File: src/rtl/hdr_fb_pkg.sv
// Shared types and constants for the HDR frame-buffer scheduler.
package hdr_fb_pkg;

    typedef enum logic [1:0] {
        FREE,
        WRITING,
        READY,
        READING
    } buf_state_t;

    typedef enum logic [1:0] {
        W_IDLE,
        W_LONG,
        W_GAP,
        W_SHORT
    } wr_state_t;

    localparam logic EXP_LONG  = 1'b0;
    localparam logic EXP_SHORT = 1'b1;

    localparam int unsigned MAX_BUF = 8;

endpackage

File: src/rtl/fb_free_finder.sv
// Lowest-index FREE slot priority encoder.
module fb_free_finder #(
    parameter  int unsigned NUM_BUF = 3,
    localparam int unsigned BUF_W   = $clog2(NUM_BUF)
) (
    input  logic [NUM_BUF-1:0] free_mask,
    output logic [BUF_W-1:0]   idx,
    output logic               any_free
);

    // Scan downward so the lowest free index is the last one written.
    always_comb begin
        idx      = '0;
        any_free = 1'b0;
        for (int unsigned i = NUM_BUF; i > 0; i--) begin
            if (free_mask[i-1]) begin
                idx      = BUF_W'(i - 1);
                any_free = 1'b1;
            end
        end
    end

endmodule

File: src/rtl/hdr_fb_scheduler.sv
// Frame-buffer slot scheduler between the HDR sensor writer and the HDMI reader.
module hdr_fb_scheduler
    import hdr_fb_pkg::*;
#(
    parameter  int unsigned NUM_BUF = 3,
    parameter  int unsigned CNT_W   = 16,
    localparam int unsigned BUF_W   = $clog2(NUM_BUF)
) (
    input  logic             pixel_clk,
    input  logic             reset,
    input  logic             wr_sof,
    input  logic             wr_eof,
    input  logic             wr_abort,
    input  logic             rd_sof,
    output logic [BUF_W-1:0] wr_buf,
    output logic             wr_exp,
    output logic             wr_active,
    output logic [BUF_W-1:0] rd_buf,
    output logic             rd_valid,
    output logic             frame_dropped,
    output logic             frame_repeated,
    output logic             proto_err,
    output logic [CNT_W-1:0] drop_cnt,
    output logic [CNT_W-1:0] rep_cnt
);

    buf_state_t slot     [NUM_BUF];
    buf_state_t slot_nxt [NUM_BUF];
    wr_state_t  wr_state;

    logic [NUM_BUF-1:0] free_mask;
    logic [BUF_W-1:0]   free_idx;
    logic               any_free;
    logic [BUF_W-1:0]   ready_idx;
    logic [BUF_W-1:0]   reading_idx;
    logic [BUF_W-1:0]   take_idx;
    logic               ready_any;
    logic               reading_any;

    logic ev_abort, ev_claim, ev_restart, ev_long_done, ev_gap_sof, ev_commit;
    logic ev_perr, ev_drop, ev_take, ev_rep;

    always_comb begin
        free_mask   = '0;
        ready_any   = 1'b0;
        ready_idx   = '0;
        reading_any = 1'b0;
        reading_idx = '0;
        for (int unsigned i = 0; i < NUM_BUF; i++) begin
            free_mask[i] = (slot[i] == FREE);
            if (slot[i] == READY) begin
                ready_any = 1'b1;
                ready_idx = BUF_W'(i);
            end
            if (slot[i] == READING) begin
                reading_any = 1'b1;
                reading_idx = BUF_W'(i);
            end
        end
    end

    fb_free_finder #(
        .NUM_BUF (NUM_BUF)
    ) u_free_finder (
        .free_mask (free_mask),
        .idx       (free_idx),
        .any_free  (any_free)
    );

    // Writer events; abort outranks sof/eof, and sof outranks eof.
    always_comb begin
        ev_abort     = wr_abort && (wr_state != W_IDLE);
        ev_claim     = !ev_abort && (wr_state == W_IDLE) && wr_sof && any_free;
        ev_restart   = !ev_abort && wr_sof && ((wr_state == W_LONG) || (wr_state == W_SHORT));
        ev_long_done = !ev_abort && (wr_state == W_LONG) && !wr_sof && wr_eof;
        ev_gap_sof   = !ev_abort && (wr_state == W_GAP) && wr_sof;
        ev_commit    = !ev_abort && (wr_state == W_SHORT) && !wr_sof && wr_eof;
        ev_perr      = ev_restart ||
                       (!ev_abort && !wr_sof && wr_eof &&
                        ((wr_state == W_IDLE) || (wr_state == W_GAP)));
        ev_drop      = ev_commit && ready_any;
    end

    // A same-cycle commit is visible to the reader before it picks a slot.
    always_comb begin
        take_idx = ev_commit ? wr_buf : ready_idx;
        ev_take  = rd_sof && (ev_commit || ready_any);
        ev_rep   = rd_sof && !ev_take && rd_valid;

        slot_nxt = slot;
        if (ev_abort)
            slot_nxt[wr_buf] = FREE;
        if (ev_claim)
            slot_nxt[free_idx] = WRITING;
        if (ev_drop)
            slot_nxt[ready_idx] = FREE;
        if (ev_commit)
            slot_nxt[wr_buf] = READY;
        if (ev_take) begin
            if (reading_any)
                slot_nxt[reading_idx] = FREE;
            slot_nxt[take_idx] = READING;
        end
    end

    always_ff @(posedge pixel_clk) begin
        if (reset) begin
            slot           <= '{default: FREE};
            wr_state       <= W_IDLE;
            wr_buf         <= '0;
            wr_exp         <= EXP_LONG;
            wr_active      <= 1'b0;
            rd_buf         <= '0;
            rd_valid       <= 1'b0;
            frame_dropped  <= 1'b0;
            frame_repeated <= 1'b0;
            proto_err      <= 1'b0;
            drop_cnt       <= '0;
            rep_cnt        <= '0;
        end else begin
            slot           <= slot_nxt;
            frame_dropped  <= ev_drop;
            frame_repeated <= ev_rep;
            proto_err      <= ev_perr;

            if (ev_take) begin
                rd_buf   <= take_idx;
                rd_valid <= 1'b1;
            end

            if (ev_drop && (drop_cnt != '1))
                drop_cnt <= drop_cnt + 1'b1;
            if (ev_rep && (rep_cnt != '1))
                rep_cnt <= rep_cnt + 1'b1;

            if (ev_abort) begin
                wr_state  <= W_IDLE;
                wr_active <= 1'b0;
                wr_exp    <= EXP_LONG;
            end else if (ev_claim) begin
                wr_state  <= W_LONG;
                wr_buf    <= free_idx;
                wr_exp    <= EXP_LONG;
                wr_active <= 1'b1;
            end else if (ev_restart) begin
                wr_state <= W_LONG;
                wr_exp   <= EXP_LONG;
            end else if (ev_long_done) begin
                wr_state <= W_GAP;
            end else if (ev_gap_sof) begin
                wr_state <= W_SHORT;
                wr_exp   <= EXP_SHORT;
            end else if (ev_commit) begin
                wr_state  <= W_IDLE;
                wr_active <= 1'b0;
                wr_exp    <= EXP_LONG;
            end
        end
    end

endmodule

File: config.mk
export PLATFORM = sky130hd
export DESIGN_NAME = hdr_fb_scheduler
export DESIGN_NICKNAME = d
export VERILOG_FILES = /design/src/rtl/hdr_fb_pkg.sv /design/src/rtl/fb_free_finder.sv /design/src/rtl/hdr_fb_scheduler.sv
export SDC_FILE = /design/constraint.sdc
export NUM_CORES = 1
export LEC_CHECK = 0
export CORE_ASPECT_RATIO = 0.75
export CORE_MARGIN = 3
export CORE_UTILIZATION = 40
export CTS_CLUSTER_SIZE = 25
export DETAILED_ROUTE_END_ITERATION = 16
export DONT_BUFFER_PORTS = 1
export HOLD_SLACK_MARGIN = 0.15
export MAX_ROUTING_LAYER = met4
export PLACE_DENSITY = 0.57
export SETUP_SLACK_MARGIN = 0.1
export SLEW_MARGIN = 15
export SYNTH_ARGS = -nofsm -noshare
export SYNTH_HDL_FRONTEND = slang
export SYNTH_SLANG_ARGS = --single-unit
File: constraint.sdc
create_clock -name pixel_clk -period 3.24 [get_ports pixel_clk]
set_input_delay 0.324 -clock pixel_clk [delete_from_list [all_inputs] [get_ports pixel_clk]]
set_output_delay 0.324 -clock pixel_clk [all_outputs]
set_load 0.1 [all_outputs]
==> results of run 1 <==
-- worst paths after layout --
check                                  from                   endpoint  slack (ps)
setup reg to reg   drop_cnt[6]$_SDFFE_PP0P_   drop_cnt[9]$_SDFFE_PP0P_         980
hold / removal                        reset         slot[0]$_SDFF_PP0_         180
setup / recovery   drop_cnt[6]$_SDFFE_PP0P_   drop_cnt[9]$_SDFFE_PP0P_         980
hold reg to reg   drop_cnt[10]$_SDFFE_PP0P_  drop_cnt[10]$_SDFFE_PP0P_         600
-- flip-flops by register name, indices dropped and copies added, names as in the netlist, 2 cells and up --
| register | flops |
|---|---|
| slot | 6 |
| rd_buf | 2 |
| rep_cnt | 16 |
| wr_buf | 2 |
| drop_cnt | 16 |
| wr_state | 2 |
-- cell type report --
cell class | instances | area (um2)
clock buffer | 5 | 68.8
clock inverter | 2 | 15.0
fill | 642 | 3320
inverter | 4 | 15.0
multi-input combinational | 257 | 1610
sequential | 50 | 1000
tap | 81 | 101
timing repair buffer | 39 | 308
-- power by group through the flow --
stage	Clock, mW	Combinational, mW	Sequential, mW
6_report	0.365	0.0622	0.644
5_1_grt	0.399	0.0681	0.646
3_3_place_gp	0	0.0509	0.659
2_1_floorplan	0	0.0432	0.667
4_1_cts	0.380	0.0622	0.644
3_5_place_dp	0	0.0512	0.659
-- routing by layer --
layer  routed length, um  up-vias
met5                   0        -
met4                  59        0
met3                 488        4
met2                2870       71
met1                3450     1155
li1                    -     1252
-- worst reg2reg max path, stage by stage, from the launching register on --
cell and delay, ps:
dfxtp_1 320, buf_4 310, nand4_1 330, nor4_4 610, nor4_2 140, nand4_1 120, mux2_1 320
-- metrics by stage --
stage | hold WS (ps) | power [mW] | instances | setup slack (ps) | utilization, %
after floorplan | 464 | 0.710 | 326 | 592 | -
after global placement | 398 | 0.710 | 429 | 1070 | 46.7
after detailed placement | 402 | 0.710 | 429 | 975 | 46.7
after CTS | 155 | 1.09 | 438 | 963 | 48.4
after global routing | 162 | 1.11 | 438 | 793 | 48.4
final | 181 | 1.07 | 438 | 981 | 48.4
-- what timing repair did --
item                                   CTS  global route
setup endpoints to repair                0             0
hold buffers                             2             0
endpoints found under the hold margin   33             0
-- logic make-up (layout without fill, tap and decap cells) --
logic type | after synthesis | in the layout | share of synthesized area [%]
buf+inv | 19 | 50 | 3.65
fa+ha+maj | 2 | 2 | 0.923
xor+xnor | 11 | 11 | 3.55
mux | 11 | 11 | 4.52
compound gates | 63 | 63 | 15.8
simple gates | 170 | 170 | 34.7
flops | 50 | 50 | 36.9
-- placed cells by master, fill, tap and decap left out, types with 2 or more instances in the layout --
cell        netlist  layout
a211oi_1          5       5
a21oi_1          21      21
a31o_1            2       2
and3_1            2       2
and4_1            5       5
buf_4             0      37
clkbuf_8          0       5
clkinvlp_4        0       2
dfxtp_1          50      50
ha_1              2       2
inv_1             4       4
mux2_1            6       6
mux2_2            4       4
nand2_1          28      28
nand2_2           2       2
nand2b_1          6       6
nand3_1          15      15
nand4_1           9       9
nor2_1           42      42
nor2b_1          15      15
nor3_1           14      14
nor3b_1           3       3
nor4_1            6       6
nor4_2            3       3
o21a_1            2       2
o21ai_0          11      11
o31ai_1           8       8
or3_1             2       2
or3b_1            2       2
or4_1             8       8
xnor2_1          11      11
==> results.txt, run 1 <==
worst slew pin tran -> 995 ps
Crit path buffers/inverters -> 1
CTS tree -> built
met2 Usage GRT -> 26.0%
fmax -> 443 MHz
CP cell instances -> buf_4 > nand4_1 > nor4_4 > nor4_2 > nand4_1 > mux2_1
P&R area growth vs syn -> 15.1%
core area -> 6440 um2
top-count cell post-synth -> dfxtp_1
sw frac -> 26.2%
total global routing overflow -> 0
Flop pwr share -> 60.1%
top_reg_cell synth -> dfxtp_1
vias in the first global route -> 2344
most frequent CP cell -> nand4_1
Cell Rows -> 25
I/O pin cnt -> 48
Comb power frac -> 5.8%
critical path depth -> 6
clock buffer depth -> 2
pwr dens -> 343 nW/um2
die footprint -> 7810 um2
status -> finished clean
Crit path required time -> 3440 ps
busiest grt layer -> met1
Worst Hold Class -> input port to flip-flop
Clock Root Buffer -> clkbuf_8
Slew Limit Fails -> 0
Num Clock Sinks -> 50
data arrival time of the worst path -> 2460 ps
vias per cell -> 5.67
grt met1 use -> 28.0%
Die W -> 101 um
GRT Overall Usage -> 19.0%
R2R depth -> 6
Clk pwr share -> 34.0%
CP max stage cell -> nor4_4
Synth Instances -> 326
GPL Wtd Cong -> 0.846
Max VDD drop -> 0.155 mV
Post-synth top cells -> dfxtp_1 (50), nor2_1 (42), nand2_1 (28), a21oi_1 (21)
synthesized cell area -> 2710 um2
DRT antenna net count -> 0
largest net degree at the start of global routing -> 34
port bufs -> 0
syn avg cell area -> 8.32 um2
layout cells sized above 1 -> 17.4%
YS warnings -> 0
GR Layer Usage met3 -> 4.64%
Max stage delay on crit path -> 610 ps
Pleak -> 1.13 nW
Setup CP Type -> flip-flop to flip-flop
Clk Latency, worst-skew pair -> 300 ps
Synth area leader -> dfxtp_1
Post-DP HPWL -> 4.78 mm
Synthesized Nets -> 334
Pre-antenna DRT Iters -> 4
initial core utilization -> 42.1%
CTS Buf Count -> 5
Sum Neg Setup Slack -> 0 ps
Iteration-0 DRC Markers -> 165
H-tree Lvls -> 2
placed cell areas -> 3010 um2
Max transition margin -> 33.6%
Crit Path Max Fanout -> 9
EDFF count, synth -> 0
sequential share of the synthesized area -> 36.9%
vias -> 2482
# Max-Cap Violations -> 0
Hold Vio Cnt, Final -> 0
Switch Pwr -> 0.280 mW
crit start category -> flip-flop
drt total wl -> 6.87 mm
# DRC -> 0
CP top delay family -> simple AND/OR/NAND/NOR gates
Post-Layout Inst Area -> 3120 um2
ys async rst share -> 0%
share of the synthesized area in the top cell type -> 36.9%
Worst setup EP type -> flip-flop
#FFs+latches synth -> 50
Cell variety after synth -> 54
Worst Skew -> 2.48 ps
Post-CTS Setup Bufs -> 0
unrepaired setup endpoints after global routing -> no
P_int -> 0.791 mW
Hold Path Depth -> 2
Final nets -> 365
post-CTS resize count -> 0
Final setup viols -> 0
Die H -> 77.3 um
first-pass GRT wire length -> 11.7 mm
clk slew on worst S/H paths -> 90 ps
fin crit share -> 69.7%
antenna cells -> 0
post-layout min period -> 2260 ps
Synth area leaders -> dfxtp_1 (37%), nor2_1 (5.8%), a21oi_1 (3.9%)
WL/cell -> 15.7 um
initial antenna violation count -> 0
No activity file was read; power rests on OpenSTA's default activity.
==> inputs of run 2 (changes only) <==
==> constraint.sdc (replaced) <==
create_clock -name pixel_clk -period 2.3 [get_ports pixel_clk]
set_input_delay 0.23 -clock pixel_clk [delete_from_list [all_inputs] [get_ports pixel_clk]]
set_output_delay 0.23 -clock pixel_clk [all_outputs]
set_load 0.1 [all_outputs]
==> results.txt, run 2 (synthesis gave the netlist of run 1 again) <==
fin crit share -> 90.0% (+20 points)
Worst Hold Class -> input port to flip-flop
Worst setup EP type -> flip-flop
Crit path buffers/inverters -> 0 (-1)
Max transition margin -> 61.3% (+28 points)
WL/cell -> 15.4 um (-1.5%)
Setup CP Type -> flip-flop to flip-flop
Cell Rows -> 25 (unchanged)
CTS Buf Count -> 5 (unchanged)
Reg-to-Reg Start -> slot[4]$_SDFF_PP0_
data arrival time of the worst path -> 2270 ps (-190 ps)
DRT antenna net count -> 0 (unchanged)
status -> finished clean
flop2flop setup slack -> 230 ps (-750 ps)
GPL Wtd Cong -> 0.860 (+1.6%)
placed cell areas -> 3130 um2 (+4.0%)
unrepaired setup endpoints after global routing -> yes
CP top delay family -> simple AND/OR/NAND/NOR gates
Post-DP HPWL -> 4.83 mm (+1.0%)
I/O pin cnt -> 48 (unchanged)
worst slew pin tran -> 574 ps (-421 ps)
fmax -> 483 MHz (+9.2%)
Post-CTS Setup Bufs -> 0 (unchanged)
die footprint -> 7810 um2 (unchanged)
post-layout min period -> 2070 ps (-190 ps)
Placement Setup Slack -> 205 ps (-770 ps)
vias per cell -> 5.61 (-1.0%)
first-pass GRT wire length -> 11.4 mm (-2.6%)
Post-Layout Inst Area -> 3290 um2 (+5.3%)
Clk Latency, worst-skew pair -> 310 ps (about the same)
Max stage delay on crit path -> 470 ps (-140 ps)
Worst Skew -> 2.93 ps (+0.449 ps)
most frequent cells in the layout -> buf_4 (48), nor2_1 (42), dfxtp_2 (29), nand2_1 (28)
initial core utilization -> 42.1% (unchanged)
Clock Root Buffer -> clkbuf_8
layout cells sized above 1 -> 27.3% (+9.9 points)
# DRC -> 0 (unchanged)
core area -> 6440 um2 (unchanged)
drt total wl -> 6.96 mm (+1.4%)
GRT Overall Usage -> 18.5% (-0.56 points)
Slew Limit Fails -> 0 (unchanged)
pwr dens -> 497 nW/um2 (+45%)
Die W -> 101 um (unchanged)
P&R area growth vs syn -> 21.2%
Max VDD drop -> 0.239 mV (+55%)
Hold Startpoint -> reset
fillers -> 637 (-0.78%)
CP cell instances -> nor2b_2 > nor4_2 > nand2_4 > nor4_1 > mux2_1
Crit path required time -> 2500 ps (-940 ps)
CP max stage cell -> dfxtp_1
Final Worst Setup Slack -> 231 ps (-750 ps)
total global routing overflow -> 0 (unchanged)
crit start category -> flip-flop
Sum Neg Setup Slack -> 0 ps (unchanged)
vias -> 2530 (+1.9%)
Pleak -> 1.22 nW (+8.5%)
Pre-antenna DRT Iters -> 4 (unchanged)
clock buffer depth -> 2 (unchanged)
Endpoint, Worst Hold -> drop_cnt[13]$_SDFFE_PP0P_
commonest non-fill, non-tap cell in the layout -> buf_4
reg2reg end -> rep_cnt[5]$_SDFFE_PP0P_
CTS tree -> built
top flop regs -> drop_cnt (16), rep_cnt (16), slot (6)
vias in the first global route -> 2258 (-3.7%)
clk slew on worst S/H paths -> 90 ps (about the same)
initial antenna violation count -> 0 (unchanged)
port bufs -> 0 (unchanged)
Iteration-0 DRC Markers -> 146 (-12%)
Crit Path Max Fanout -> 25 (+16)
Die H -> 77.3 um (unchanged)
antenna cells -> 0 (unchanged)
Final setup viols -> 0 (unchanged)
largest net degree at the start of global routing -> 52 (+53%)
R2R depth -> 5 (-1)
H-tree Lvls -> 2 (unchanged)
Hold Vio Cnt, Final -> 0 (unchanged)
Num Clock Sinks -> 50 (unchanged)
# Max-Cap Violations -> 0 (unchanged)
Hold Path Depth -> 2 (unchanged)
Final nets -> 377 (+3.3%)
==> run 2: timing repair <==
item / CTS / global route
resized for setup: 0 / 2
setup endpoints to repair: 0 / 14
hold endpoints to repair: 48 / 0
hold buffers: 3 / 0
==> run 2: power breakdown <==
group,total [mW],switching (mW),internal [mW]
Combinational,0.123,0.0855,0.0371
Clock,0.625,0.299,0.326
Sequential,0.886,0.0118,0.874
==> run 2: how the worst max path moves through the flow <==
stage	end	depth (start not counted)	from
floorplan	drop_cnt[9]$_SDFFE_PP0P_	5	drop_cnt[6]$_SDFFE_PP0P_
global placement	rep_cnt[8]$_SDFFE_PP0P_	5	slot[5]$_SDFF_PP0_
detailed placement	rep_cnt[5]$_SDFFE_PP0P_	5	slot[4]$_SDFF_PP0_
CTS	rep_cnt[5]$_SDFFE_PP0P_	5	slot[4]$_SDFF_PP0_
global route	rep_cnt[5]$_SDFFE_PP0P_	5	slot[4]$_SDFF_PP0_
finish	rep_cnt[5]$_SDFFE_PP0P_	5	slot[4]$_SDFF_PP0_
==> run 2: layout make-up <==
cell class / count / area [um2] / share of cell area [%]
multi-input cells: 257 / 1630 / 49.5
flip-flops and latches: 50 / 1040 / 31.6
repair buffers: 51 / 400 / 12.2
well taps: 81 / 101 / 3.08
clock buffers: 7 / 76.3 / 2.32
clock inverters: 1 / 30.0 / 0.914
inverters: 4 / 15.0 / 0.457
==> run 2: per-stage QoR <==
step / util, % / hold WS [ps] / instances / power [mW]
floorplan: - / 370 / 326 / 1.00
global placement: 48.5 / 299 / 440 / 1.00
global route: 51.0 / 164 / 451 / 1.70
finish: 51.0 / 158 / 451 / 1.63
detailed placement: 48.5 / 302 / 440 / 1.01
CTS: 50.8 / 150 / 451 / 1.65
==> run 2: routing by layer <==
layer  GRT usage [%]  share of wire, %  vias up
met1            26.6                51     1191
met4            5.31               1.2        0
met3            4.18               4.9        7
li1                -                 -     1281
met2            25.7                43       51
met5               -                 0        -
==> run 2: worst reg2reg max path, cell delays in order, from the launching register on <==
cell     delay (ps)
dfxtp_1         470
nor2b_2         120
nor4_2          420
nand2_4         230
nor4_1          380
mux2_1          350
